[src/rtl/chunked_signed_unsigned_comparator.sv]
// Multi-cycle WIDTH-bit magnitude comparator, CHUNK bits per clock, MSB chunk first, signed or unsigned.
// Optional build macro: CMP_EARLY_EXIT_EN (stop at the first differing chunk).
module chunked_signed_unsigned_comparator #(
    parameter int WIDTH = 16,
    parameter int CHUNK = 4,
    localparam int NCHUNK = WIDTH / CHUNK,
    localparam int CW = $clog2(NCHUNK + 1)
) (
    input  logic             CLK,
    input  logic             RST_N,
    input  logic             start,
    input  logic [WIDTH-1:0] A,
    input  logic [WIDTH-1:0] B,
    input  logic             S,
    output logic             busy,
    output logic             done,
    output logic             Equal,
    output logic             Greater,
    output logic             Smaller,
    output logic [CW-1:0]    cycles
);

    generate
        if (WIDTH < 2 || CHUNK < 1 || (WIDTH % CHUNK) != 0) begin : g_bad_params
            $error("chunked_signed_unsigned_comparator: WIDTH must be >= 2 and a multiple of CHUNK");
        end
    endgenerate

    localparam logic [1:0] ST_IDLE = 2'd0;
    localparam logic [1:0] ST_CMP  = 2'd1;
    localparam logic [1:0] ST_DONE = 2'd2;

    logic [1:0]       state_reg,   state_next;
    logic [WIDTH-1:0] a_reg,       a_next;
    logic [WIDTH-1:0] b_reg,       b_next;
    logic [CW-1:0]    idx_reg,     idx_next;
    logic             seen_reg,    seen_next;
    logic             seen_gt_reg, seen_gt_next;
    logic             equal_reg,   equal_next;
    logic             greater_reg, greater_next;
    logic             smaller_reg, smaller_next;
    logic [CW-1:0]    cycles_reg,  cycles_next;

    // Operands split into chunks; chunk gi holds bits gi*CHUNK+CHUNK-1 : gi*CHUNK.
    logic [CHUNK-1:0] chunk_a [NCHUNK];
    logic [CHUNK-1:0] chunk_b [NCHUNK];

    generate
        for (genvar gi = 0; gi < NCHUNK; gi++) begin : g_chunk
            assign chunk_a[gi] = a_reg[gi*CHUNK +: CHUNK];
            assign chunk_b[gi] = b_reg[gi*CHUNK +: CHUNK];
        end
    endgenerate

    logic [CHUNK-1:0] sel_a;
    logic [CHUNK-1:0] sel_b;

    always_comb begin
        sel_a = '0;
        sel_b = '0;
        for (int i = 0; i < NCHUNK; i++) begin
            if (idx_reg == CW'(i)) begin
                sel_a = chunk_a[i];
                sel_b = chunk_b[i];
            end
        end
    end

    logic chunk_diff;
    logic chunk_gt;
    logic exit_now;
    logic last_chunk;
    logic accept;
    logic final_gt;

    assign chunk_diff = (sel_a != sel_b);
    assign chunk_gt   = (sel_a > sel_b);
    assign last_chunk = (idx_reg == '0);
    assign accept     = start && (state_reg != ST_CMP);

`ifdef CMP_EARLY_EXIT_EN
    assign exit_now = chunk_diff;
`else
    assign exit_now = 1'b0;
`endif

    // The most significant differing chunk decides; a difference recorded earlier wins.
    assign final_gt = seen_reg ? seen_gt_reg : chunk_gt;

    always_comb begin
        state_next   = state_reg;
        a_next       = a_reg;
        b_next       = b_reg;
        idx_next     = idx_reg;
        seen_next    = seen_reg;
        seen_gt_next = seen_gt_reg;
        equal_next   = equal_reg;
        greater_next = greater_reg;
        smaller_next = smaller_reg;
        cycles_next  = cycles_reg;

        case (state_reg)
            ST_CMP: begin
                if (exit_now || last_chunk) begin
                    if (seen_reg || chunk_diff) begin
                        equal_next   = 1'b0;
                        greater_next = final_gt;
                        smaller_next = ~final_gt;
                    end else begin
                        equal_next   = 1'b1;
                        greater_next = 1'b0;
                        smaller_next = 1'b0;
                    end
                    cycles_next = CW'(NCHUNK) - idx_reg;
                    state_next  = ST_DONE;
                end else begin
                    if (chunk_diff && !seen_reg) begin
                        seen_next    = 1'b1;
                        seen_gt_next = chunk_gt;
                    end
                    idx_next = idx_reg - 1'b1;
                end
            end
            ST_DONE: begin
                state_next = ST_IDLE;
            end
            default: begin
                state_next = ST_IDLE;
            end
        endcase

        // Accepted from IDLE or DONE; flipping the MSB turns signed order into unsigned order.
        if (accept) begin
            a_next       = {A[WIDTH-1] ^ S, A[WIDTH-2:0]};
            b_next       = {B[WIDTH-1] ^ S, B[WIDTH-2:0]};
            idx_next     = CW'(NCHUNK - 1);
            seen_next    = 1'b0;
            seen_gt_next = 1'b0;
            state_next   = ST_CMP;
        end
    end

    always_ff @(posedge CLK or negedge RST_N) begin
        if (!RST_N) begin
            state_reg   <= ST_IDLE;
            a_reg       <= '0;
            b_reg       <= '0;
            idx_reg     <= '0;
            seen_reg    <= 1'b0;
            seen_gt_reg <= 1'b0;
            equal_reg   <= 1'b0;
            greater_reg <= 1'b0;
            smaller_reg <= 1'b0;
            cycles_reg  <= '0;
        end else begin
            state_reg   <= state_next;
            a_reg       <= a_next;
            b_reg       <= b_next;
            idx_reg     <= idx_next;
            seen_reg    <= seen_next;
            seen_gt_reg <= seen_gt_next;
            equal_reg   <= equal_next;
            greater_reg <= greater_next;
            smaller_reg <= smaller_next;
            cycles_reg  <= cycles_next;
        end
    end

    assign busy    = (state_reg == ST_CMP);
    assign done    = (state_reg == ST_DONE);
    assign Equal   = equal_reg;
    assign Greater = greater_reg;
    assign Smaller = smaller_reg;
    assign cycles  = cycles_reg;

endmodule

[config.mk]
export PLATFORM = sky130hd
export DESIGN_NAME = chunked_signed_unsigned_comparator
export DESIGN_NICKNAME = d
export VERILOG_FILES = /design/src/rtl/chunked_signed_unsigned_comparator.sv
export SDC_FILE = /design/constraint.sdc
export NUM_CORES = 1
export LEC_CHECK = 0
export CORE_UTILIZATION = 46
export DETAILED_ROUTE_END_ITERATION = 16
export GPL_TIMING_DRIVEN = 0
export PLACE_DENSITY = 0.81
export SLEW_MARGIN = 10
export SYNTH_ARGS = -nofsm -noshare
export SYNTH_HDL_FRONTEND = slang
export SYNTH_SLANG_ARGS = --single-unit
[constraint.sdc]
create_clock -name CLK -period 2.6 [get_ports CLK]
set_input_delay 0.39 -clock CLK [delete_from_list [all_inputs] [get_ports CLK]]
set_output_delay 0.39 -clock CLK [all_outputs]
set_load 0.005 [all_outputs]
# [Yosys cells after proc, flatten, opt, wreduce, memory -nomap -nowiden]
# Index checks and enable logic that the tools add are counted.
[totals] ff_bits=45 elab_cells=61
[classes] n_addsub=2 n_lt_le_gt_ge=1 n_eq_ne=9 mux=26 bitwise=3 n_reduce_logical=10
[ops] operator="4-bit two-way mux" count=8
[ops] operator="1-bit two-way mux" count=12
[ops] operator="3-bit two-way mux" count=3
[ops] operator="3-bit by 2-bit equality test with 1-bit output (second input constant)" count=2
[ops] operator="2-bit two-way mux" count=3
[ops] operator="4-bit > comparator" count=1
[ops] operator="2-bit by 1-bit inequality test with 1-bit output (second input constant)" count=2
[ops] operator="4-bit inequality test" count=1
[ops] operator="2-bit AND reduction" count=2
[ops] operator="2-bit nonzero test" count=2
[ops] operator="3-bit by 1-bit equality test with 1-bit output (second input constant)" count=1
[ops] operator="3-bit zero test" count=1
[ops] operator="3-bit by 1-bit inequality test with 1-bit output (second input constant)" count=1
[ops] operator="3-bit AND reduction" count=1
[ops] operator="3-bit by 1-bit subtractor with 3-bit output (second input constant)" count=1
[ops] operator="3-bit subtractor (first input constant)" count=1
[ops] operator="2-bit by 1-bit equality test with 1-bit output (second input constant)" count=1
[ops] operator="2-bit equality test (second input constant)" count=1
[ops] operator="1-bit logical AND" count=2
[ops] operator="1-bit XOR" count=2
[ops] operator="1-bit zero test" count=1
[ops] operator="1-bit logical OR" count=1
[ops] operator="1-bit inverter" count=1

# [Depth between registers and ports, before layout]
# Gate-level depths: netlist of run 1.
[depth] depth_word=11 depth_mapped=11 depth_no_buf=10

# [Worst setup path after synthesis of run 1]
# Ideal clock, no wire load.
[synth_timing] kind="reg-to-reg" startpoint="register idx_reg[0]" endpoint="register greater_reg (netlist: Greater)" arrival_ns=2.341 required_ns=2.513 setup_slack_ns=0.173 stages_incl_launch_ff=10 path_buffers=1 cell_sequence="dfrtp_1 -> inv_1 -> ha_1 -> buf_1 -> o21ai_1 -> a32oi_1 -> ha_1 -> and4_1 -> or3_1 -> o211ai_1"
[synth_via] elab_chain_cells=8
[synth_lines] item="start: declaration" line="36" rtl="logic [CW-1:0] idx_reg, idx_next;"
[synth_lines] item="start signal: assignment" line="159" rtl="idx_reg <= idx_next;"
[synth_lines] item="3-bit zero test" line="62, 78"
[synth_lines] item="4-bit two-way mux (4 in a row)" line="62" rtl="if (idx_reg == CW'(i)) begin"
[synth_lines] item="4-bit > comparator / 4-bit inequality test (equally long branches)" line="77, 76"
[synth_lines] item="1-bit two-way mux / 1-bit logical OR (equally long branches)" line="88, 105"
[synth_lines] item="1-bit two-way mux" line="105" rtl="if (seen_reg || chunk_diff) begin"
[synth_lines] item="end signal: assignment" line="163" rtl="greater_reg <= greater_next;"
[synth_lines] item="end: declaration" line="40" rtl="logic greater_reg, greater_next;"
# Parallel ways exist; a longest one is shown, timed or not.
# A chain may end at the register's enable or synchronous reset.

# [Worst setup path in the final report of run 1]
[layout_timing] startpoint="register idx_reg[1]" endpoint="register greater_reg (netlist: Greater)"
# Same word-level chain as after synthesis.

==> out/metrics.cfg, run 1 <==
[synth]
synth_top_family_by_area=multiplexers
synth.ff_latch_count=45
synth_compound_area_frac=0.0983
synthSimpleGateAreaFrac=0.118
ys_seq_area_frac=0.500
synthesis.area_um2=2250
synthXorXnorAreaFrac=0.0117
synth_fa_ha_area_frac=0.0555
ys.flop_type=dfrtp_1
yosysWarningCount=0
syn_nets=245
netlist_instances=199
synth_mux_area_frac=0.176
syn_area_per_cell_um2=11.3
ys_types=32
async_flop_share=1.00
synth_edf_count=0

[floorplan]
start_util=0.477
ios=44
die_area_um2=5180
fp.coreArea_um2=4720
rows=25
die-height_um=72.0
dieWidth_um=72.0

[clocking]
clock-sinks=45
cts_buffer_depth=2
cts_root_buf=clkbuf_8
hold_buffers=0
clk_pin_slew_ns=0.08
cts_made_buffers=5
worstSkewPairLatency_ns=0.31
htreeDepth=2
cts_tree=built

[placed_design]
place_congestion=0.914
io_buffers=43
dp_hpwl_mm=3.40
pre_cts_slack_ns=-0.274

[power_and_ir_drop]
comb_power_share=0.546
power_w=0.00372
p_per_area_nw_per_um2=1250
p_leak_nw=1.27
pwr-share-clk=0.113
power_switching_w=0.00141
p_int_w=0.00231
ir_worst_vdd_mv=0.523
seqPwrFrac=0.341
p_sw_frac=0.380

[setup_path]
critPathMaxFanout=10
criticalPathCategory=reg2reg
path_cells=inv_2, ha_2, ha_4, buf_8, nand3_1, a32o_1, ha_1, and4_1, or3_4, o211ai_1
cp_slowest_stage_delay_ns=0.46
cp.arrival_ns=2.74
start_kind=flip-flop
crit_required_ns=2.81
critPathSlowestCell=dfrtp_2
cp-end-kind=flip-flop

[routing]
drt-vias-per-instance=5.13
finalWirelength_mm=4.80
routedWlPerCell_um=15.1
drt_iter0_drc=120
vias=1635
antenna_left=0
drc=0
dr.pass1.iters=4

[final_layout]
syn_to_final_growth_pct=31.6
layout_common_cells=dfrtp_1, clkdlybuf4s50_1, nand2_1
layout-drive-gt1-share=0.246
antennaDiodeCount=0
final_nets=297
final_common_cell=dfrtp_1

[global_route]
grt_pass1_wl_mm=8.12
grt_usage=0.210
antenna_found_initial=0
grt_pass1_vias=1638
grt_max_degree=30
overflow=0

[job]
maxCapViolations=0

[worst_hold_path]
hold_class=in2async

[outcome]
violations=hold timing
status=finished, violations left

[timing]
fin_ws_ns=0.0775
setup_violations=0
drv_slew=0
hold_viol_final=4
fmax_mhz=396
fin_crit_sh=0.970
fin_hold_ws_ns=-0.00542
tightest_slew_ns=0.420
fin_crit_ns=2.52
relSlewSlack=0.720
clock_skew_ns=0.00719

[per-stage QoR]
| stage | util | area, um^2 | TNS (ns) | std cells |
|---|---|---|---|---|
| detailed placement | 0.589 | 2780 | -0.732 | 310 |
| global placement | 0.586 | 2770 | -1.89 | 309 |
| global route | 0.628 | 2970 | -0.0178 | 319 |
| floorplan | - | 2250 | 0 | 199 |
| finish | 0.628 | 2970 | 0 | 319 |
| CTS | 0.609 | 2880 | 0 | 316 |
[worst paths after layout]
path / startpoint / to / slack, ns / cells past startpoint
worst max-delay path: idx_reg[1] / Greater / 0.08 / 10
min in group CLK: cycles[1] / cycles[1] / 0.48 / 2
max in group asynchronous: RST_N / b_reg[15] / 2.12 / 2
worst max register to register: idx_reg[1] / Greater / 0.08 / 10
worst min-delay path: RST_N / cycles[0] / -0.005 / 1
worst min register to register: cycles[1] / cycles[1] / 0.48 / 2
[worst max-delay path, delay by kind of cell, from the launching register on]
kind	cells	cell delay [ns]
buffers and inverters	2	0.22
and+or+nand+nor	3	0.62
adders and majority gates	3	0.65
AOI/OAI and AO/OA	2	0.48
DFF	1	0.46
[layer usage]
| metal | track usage | share of wire | up-vias |
|---|---|---|---|
| met1 | 0.283 | 0.47 | 792 |
| li1 | - | - | 803 |
| met4 | 0.0806 | 0.016 | 0 |
| met5 | 0 | 0 | - |
| met2 | 0.329 | 0.49 | 35 |
| met3 | 0.0542 | 0.033 | 5 |
[area by class of cell]
type	count	area (um^2)
fillers	404	1760
repair buffers	47	468
plain buffers	8	75.1
well taps	67	83.8
inverters	7	30.0
clock buffers	8	80.1
multi-input cells	137	1100
flip-flops and latches	45	1130
[synthesized netlist by cell type, types with 6 or more instances]
| cell | number | share of area |
|---|---|---|
| a21oi_1 | 6 | 0.013 |
| dfrtp_1 | 45 | 0.50 |
| ha_1 | 10 | 0.056 |
| inv_1 | 7 | 0.012 |
| mux2_2 | 17 | 0.085 |
| mux2_4 | 13 | 0.087 |
| nand2_1 | 30 | 0.050 |
| nand3_1 | 9 | 0.020 |
| nor2_1 | 9 | 0.015 |
| o21ai_0 | 16 | 0.036 |
[cell families (layout without fill, tap and decap cells)]
kind of cell	Yosys count	in the layout
flip-flops	45	45
AND/OR/NAND/NOR	58	58
AO/OA/AOI/OAI	35	35
buffers and inverters	17	70
multiplexers	31	31
adder cells (fa/ha/maj)	10	10
XOR/XNOR	3	3
[power by group through the flow]
| stage | clock network [W] | registers [W] | logic (W) |
|---|---|---|---|
| after CTS | 0.000428 | 0.00127 | 0.00184 |
| after global routing | 0.000464 | 0.00131 | 0.00226 |
| after global placement | 0 | 0.00125 | 0.00174 |
| after floorplan | 0 | 0.00121 | 0.00133 |
| after detailed placement | 0 | 0.00127 | 0.00180 |
| final | 0.000420 | 0.00127 | 0.00203 |
[timing repair]
| action | in CTS | in global routing |
|---|---|---|
| pin swaps | 0 | 1 |
| gates resized for setup | 7 | 15 |
| endpoints found under the setup margin | 3 | 3 |
| setup buffers | 0 | 3 |
Note: power is estimated with default switching activity, not from simulation.
==> inputs of run 2 (changes only) <==
Settings changed: GPL_TIMING_DRIVEN 0 to default.
==> run 2 against run 1 <==
Against the previous run: the run now ends clean; clock skew barely moved; non-clock buffer count down 1; sequential power barely moved; final cell count is 0.63% lower; global-route usage increased by 0.19 points; core utilization is 0.85 points lower; largest power group unchanged.
==> out/metrics.cfg, run 2 (synthesis gave the netlist of run 1 again) <==
[outcome]
status=finished clean  ; was finished, violations left

[worst_hold_path]
hold_class=in2async  ; unchanged

[setup_path]
path_cells=inv_2, ha_2, ha_4, buf_4, nand3_1, a32oi_1, ha_1, and4_1, or3_1, o211ai_1  ; was inv_2, ha_2, ha_4, buf_8, nand3_1, a32o_1, ha_1, and4_1, or3_4, o211ai_1
cp_slowest_stage_delay_ns=0.45  ; was 0.46 ns
start_kind=flip-flop  ; unchanged
cp.arrival_ns=2.74  ; about the same
critPathMaxFanout=7  ; was 10
criticalPathCategory=reg2reg  ; unchanged
crit_required_ns=2.81  ; about the same
cp-end-kind=flip-flop  ; unchanged
critPathSlowestCell=dfrtp_2  ; unchanged

[global_route]
grt_pass1_vias=1719  ; was 1638
overflow=0  ; unchanged
grt_usage=0.212  ; was 0.210
grt_max_degree=46  ; was 30
antenna_found_initial=0  ; unchanged
grt_pass1_wl_mm=8.42  ; was 8.12 mm

[placed_design]
io_buffers=43  ; unchanged
dp_hpwl_mm=3.50  ; was 3.40 mm
place_congestion=0.880  ; was 0.914
pre_cts_slack_ns=-0.0980  ; was -0.274 ns

[power_and_ir_drop]
p_per_area_nw_per_um2=1270  ; was 1250 nW/um^2
p_leak_nw=1.26  ; was 1.27 nW
ir_worst_vdd_mv=0.489  ; was 0.523 mV
power_w=0.00370  ; was 0.00372 W

[clocking]
htreeDepth=2  ; unchanged
clock-sinks=45  ; unchanged
cts_made_buffers=5  ; unchanged
cts_root_buf=clkbuf_8  ; unchanged
cts_tree=built  ; unchanged
worstSkewPairLatency_ns=0.30  ; was 0.31 ns
cts_buffer_depth=2  ; unchanged
clk_pin_slew_ns=0.08  ; about the same
hold_buffers=0  ; unchanged

[routing]
drc=0  ; unchanged
drt_iter0_drc=112  ; was 120
antenna_left=0  ; unchanged
routedWlPerCell_um=16.1  ; was 15.1 um
finalWirelength_mm=5.12  ; was 4.80 mm
drt-vias-per-instance=5.35  ; was 5.13
vias=1697  ; was 1635
dr.pass1.iters=5  ; was 4

[final_layout]
nFillCells=378  ; was 404
final_common_cell=dfrtp_1  ; unchanged
final_nets=296  ; was 297
syn_to_final_growth_pct=29.8  ; was 31.6%
layout_common_cells=dfrtp_1, clkdlybuf4s50_1, nand2_1  ; unchanged
antennaDiodeCount=0  ; unchanged
layout-drive-gt1-share=0.252  ; was 0.246

[timing]
clock_skew_ns=0.00683  ; was 0.00719 ns
fin_ws_ns=0.0733  ; was 0.0775 ns
tightest_slew_ns=0.996  ; was 0.420 ns
drv_slew=0  ; unchanged
hold_viol_final=0  ; was 4
fin_crit_ns=2.53  ; was 2.52 ns
setup_violations=0  ; unchanged
fin_crit_sh=0.972  ; was 0.970
fin_hold_ws_ns=0.252  ; was -0.00542 ns
relSlewSlack=0.336  ; was 0.720
fmax_mhz=396  ; about the same

[floorplan]
die-height_um=72.0  ; unchanged
ios=44  ; unchanged
die_area_um2=5180  ; unchanged
rows=25  ; unchanged
dieWidth_um=72.0  ; unchanged
fp.coreArea_um2=4720  ; unchanged
start_util=0.477  ; unchanged

[job]
maxCapViolations=0  ; unchanged

==> run 2: area by class of cell <==
cell class	count	area, um^2	share of cell area
Multi-Input combinational cell	137	1090	0.372
Sequential cell	45	1130	0.386
Clock buffer	7	86.3	0.0295
Inverter	7	30.0	0.0103
Timing Repair Buffer	54	508	0.174
Tap cell	67	83.8	0.0287
==> run 2: critical path: cells and delay by family, from the launching register on <==
family	cells	cell delay (ns)
AO/OA/AOI/OAI	2	0.42
buffers and inverters	2	0.27
adder cells (fa/ha/maj)	3	0.66
AND/OR/NAND/NOR	3	0.64
flip-flops	1	0.45
==> run 2: routing by layer <==
metal	vias up	GRT usage	share of wire
met5	-	0	0
met4	0	0.0893	0.022
met3	13	0.0542	0.053
met2	66	0.323	0.49
met1	819	0.290	0.44
li1	799	-	-
==> run 2: per-stage QoR <==
stage	instance area (um^2)	util	instances	setup TNS (ns)
global placement	2740	0.579	304	0
CTS	2850	0.603	311	0
detailed placement	2740	0.579	304	-0.235
floorplan	2250	-	199	0
global route	2930	0.619	317	-0.0326
finish	2930	0.619	317	0
==> run 2: worst paths after layout <==
| check | cells past startpoint | endpoint | start | slack [ns] |
|---|---|---|---|---|
| setup / recovery | 10 | Greater | idx_reg[0] | 0.07 |
| hold / removal | 1 | cycles[1] | RST_N | 0.25 |
| setup reg to reg | 10 | Greater | idx_reg[0] | 0.07 |
| hold reg to reg | 2 | cycles[1] | cycles[1] | 0.49 |
| max in group asynchronous | 1 | idx_reg[1] | RST_N | 1.68 |
| min in group CLK | 2 | cycles[1] | cycles[1] | 0.49 |
==> run 2: timing repair <==
| item | CTS | global route |
|---|---|---|
| pin swaps | 0 | 3 |
| gates resized for setup | 6 | 15 |
| endpoints found under the setup margin | 3 | 3 |
| buffers inserted | 0 | 6 |
| hold endpoints to repair | 0 | 0 |
==> run 2: where the power goes <==
part / internal, W / leakage (nW) / switching (W)
Combinational: 0.00102 / 0.676 / 0.000953
Clock: 0.000211 / 0.0443 / 0.000221
Sequential: 0.00105 / 0.536 / 0.000245
Total: 0.00229 / 1.26 / 0.00142
==> inputs of run 3 (changes only) <==
Settings changed: ABC_CLOCK_PERIOD_IN_PS from default to 2600, CTS_CLUSTER_SIZE from default to 12, REMOVE_ABC_BUFFERS from default to 1.
==> run 3 against run 2 <==
Against the previous run: critical path depth down 1; clock skew grew 0.0014 ns; die area is the same; sequential power about the same; clock power about the same; via count fell by 5.5%; setup slack improved by 0.080 ns.
==> out/metrics.cfg, run 3 (synthesis gave the netlist of run 1 again) <==
[timing]
fin_crit_ns=2.45  ; was 2.53 ns
clock_skew_ns=0.00821  ; was 0.00683 ns
rsz0062_at_grt=false
fmax_mhz=409  ; was 396 MHz
tightest_slew_ns=0.957  ; was 0.996 ns
tns_ns=0  ; unchanged
relSlewSlack=0.362  ; was 0.336
fin_hold_ws_ns=0.236  ; was 0.252 ns
fin_crit_sh=0.941  ; was 0.972
drv_slew=0  ; unchanged
hold_viol_final=0  ; unchanged
setup_violations=0  ; unchanged

[clocking]
clock-sinks=45  ; unchanged
htreeDepth=2  ; unchanged
cts_tree=built  ; unchanged
cts_root_buf=clkbuf_8  ; unchanged
clk_pin_slew_ns=0.08  ; about the same
cts_made_buffers=5  ; unchanged
hold_buffers=0  ; unchanged
worstSkewPairLatency_ns=0.30  ; about the same
cts_buffer_depth=2  ; unchanged

[floorplan]
dieWidth_um=72.0  ; unchanged
ios=44  ; unchanged
die_area_um2=5180  ; unchanged
rows=25  ; unchanged
die-height_um=72.0  ; unchanged
start_util=0.477  ; unchanged
fp.coreArea_um2=4720  ; unchanged

[placed_design]
dp_hpwl_mm=3.24  ; was 3.50 mm
io_buffers=43  ; unchanged
place_congestion=0.933  ; was 0.880
post-place-cells=304  ; unchanged

[final_layout]
antennaDiodeCount=0  ; unchanged
layout-drive-gt1-share=0.233  ; was 0.252
post-route-util=0.616  ; was 0.619
instances_no_fill=312  ; was 317
final_common_cell=dfrtp_1  ; unchanged
final_nets=291  ; was 296
layout_common_cells=dfrtp_1, clkdlybuf4s50_1, nand2_1  ; unchanged
syn_to_final_growth_pct=29.2  ; was 29.8%

[outcome]
status=finished clean  ; unchanged

[global_route]
grt_pass1_wl_mm=7.49  ; was 8.42 mm
grt_max_degree=46  ; unchanged
overflow=0  ; unchanged
grt_usage=0.190  ; was 0.212
antenna_found_initial=0  ; unchanged
grt_pass1_vias=1546  ; was 1719

[setup_path]
cp-end-kind=flip-flop  ; unchanged
critPathMaxFanout=9  ; was 7
cp.arrival_ns=2.65  ; was 2.74 ns
criticalPathCategory=reg2reg  ; unchanged
crit_required_ns=2.81  ; about the same
reg2reg_slack_ns=0.15  ; was 0.07 ns
start_kind=flip-flop  ; unchanged

[power_and_ir_drop]
p_per_area_nw_per_um2=1270  ; about the same
p_leak_nw=1.25  ; was 1.26 nW
power_w=0.00369  ; was 0.00370 W
ir_worst_vdd_mv=0.489  ; about the same

[job]
maxCapViolations=0  ; unchanged

[routing]
finalWirelength_mm=4.52  ; was 5.12 mm
vias=1604  ; was 1697
antenna_left=0  ; unchanged
drc=0  ; unchanged
drt_iter0_drc=162  ; was 112
routedWlPerCell_um=14.5  ; was 16.1 um
drt-vias-per-instance=5.14  ; was 5.35
dr.pass1.iters=4  ; was 5

[worst_hold_path]
hold_class=in2async  ; unchanged

[run 3: cell types whose count changed in the layout (fill, tap and decap cells not counted)]
cell,change
a32oi_1,-1
a32oi_2,+1
buf_12,+1
buf_4,-6
clkinvlp_4,-1
ha_1,+1
ha_2,-2
ha_4,+1
inv_1,+1
o21ai_0,+2
o21ai_1,-2
[run 3: worst paths after layout]
check	start	endpoint	cells past startpoint
hold / removal	RST_N	a_reg[4]	1
hold reg to reg	cycles[1]	cycles[1]	2
max in group asynchronous	RST_N	idx_reg[1]	1
setup / recovery	idx_reg[0]	Greater	9
setup reg to reg	idx_reg[0]	Greater	9
min in group CLK	cycles[1]	cycles[1]	2
[run 3: layout make-up]
class                   count  area (um^2)
fillers                   387         1810
multi-input cells         137         1100
flip-flops and latches     45         1130
well taps                  67         83.8
repair buffers             49          483
clock buffers               7         86.3
inverters                   7         26.3
[run 3: timing repair]
item                       4_1_cts  5_1_grt
buffers inserted                 0        1
setup endpoints to repair        3        3
resized for setup                3       13
[run 3: per-layer routing]
| metal | track usage | part of all wire | vias to the layer above |
|---|---|---|---|
| met1 | 0.262 | 0.46 | 767 |
| met3 | 0.0375 | 0.042 | 6 |
| met5 | 0 | 0 | - |
| met4 | 0.0741 | 0.016 | 0 |
| met2 | 0.299 | 0.48 | 44 |
| li1 | - | - | 787 |
[run 3: metrics by stage]
| stage | worst slack, ns | area, um^2 |
|---|---|---|
| floorplan | 0.220 | 2190 |
| global placement | 0.0848 | 2750 |
| detailed placement | -0.108 | 2750 |
| CTS | 0.0227 | 2840 |
| global route | 0.0266 | 2910 |
| finish | 0.153 | 2910 |
[run 3: critical path: stages (launching register included)]
cell and delay, ns:
dfrtp_2 0.45, inv_2 0.09, ha_1 0.19, ha_4 0.19
nand3_1 0.10, a32o_1 0.27, ha_1 0.31, and4_1 0.22
or3_1 0.33, o211ai_1 0.20
[run 3: power breakdown]
| part | internal (W) | total [W] | switching [W] |
|---|---|---|---|
| registers | 0.00105 | 0.00129 | 0.000243 |
| logic | 0.00103 | 0.00196 | 0.000929 |
| clock network | 0.000211 | 0.000430 | 0.000219 |
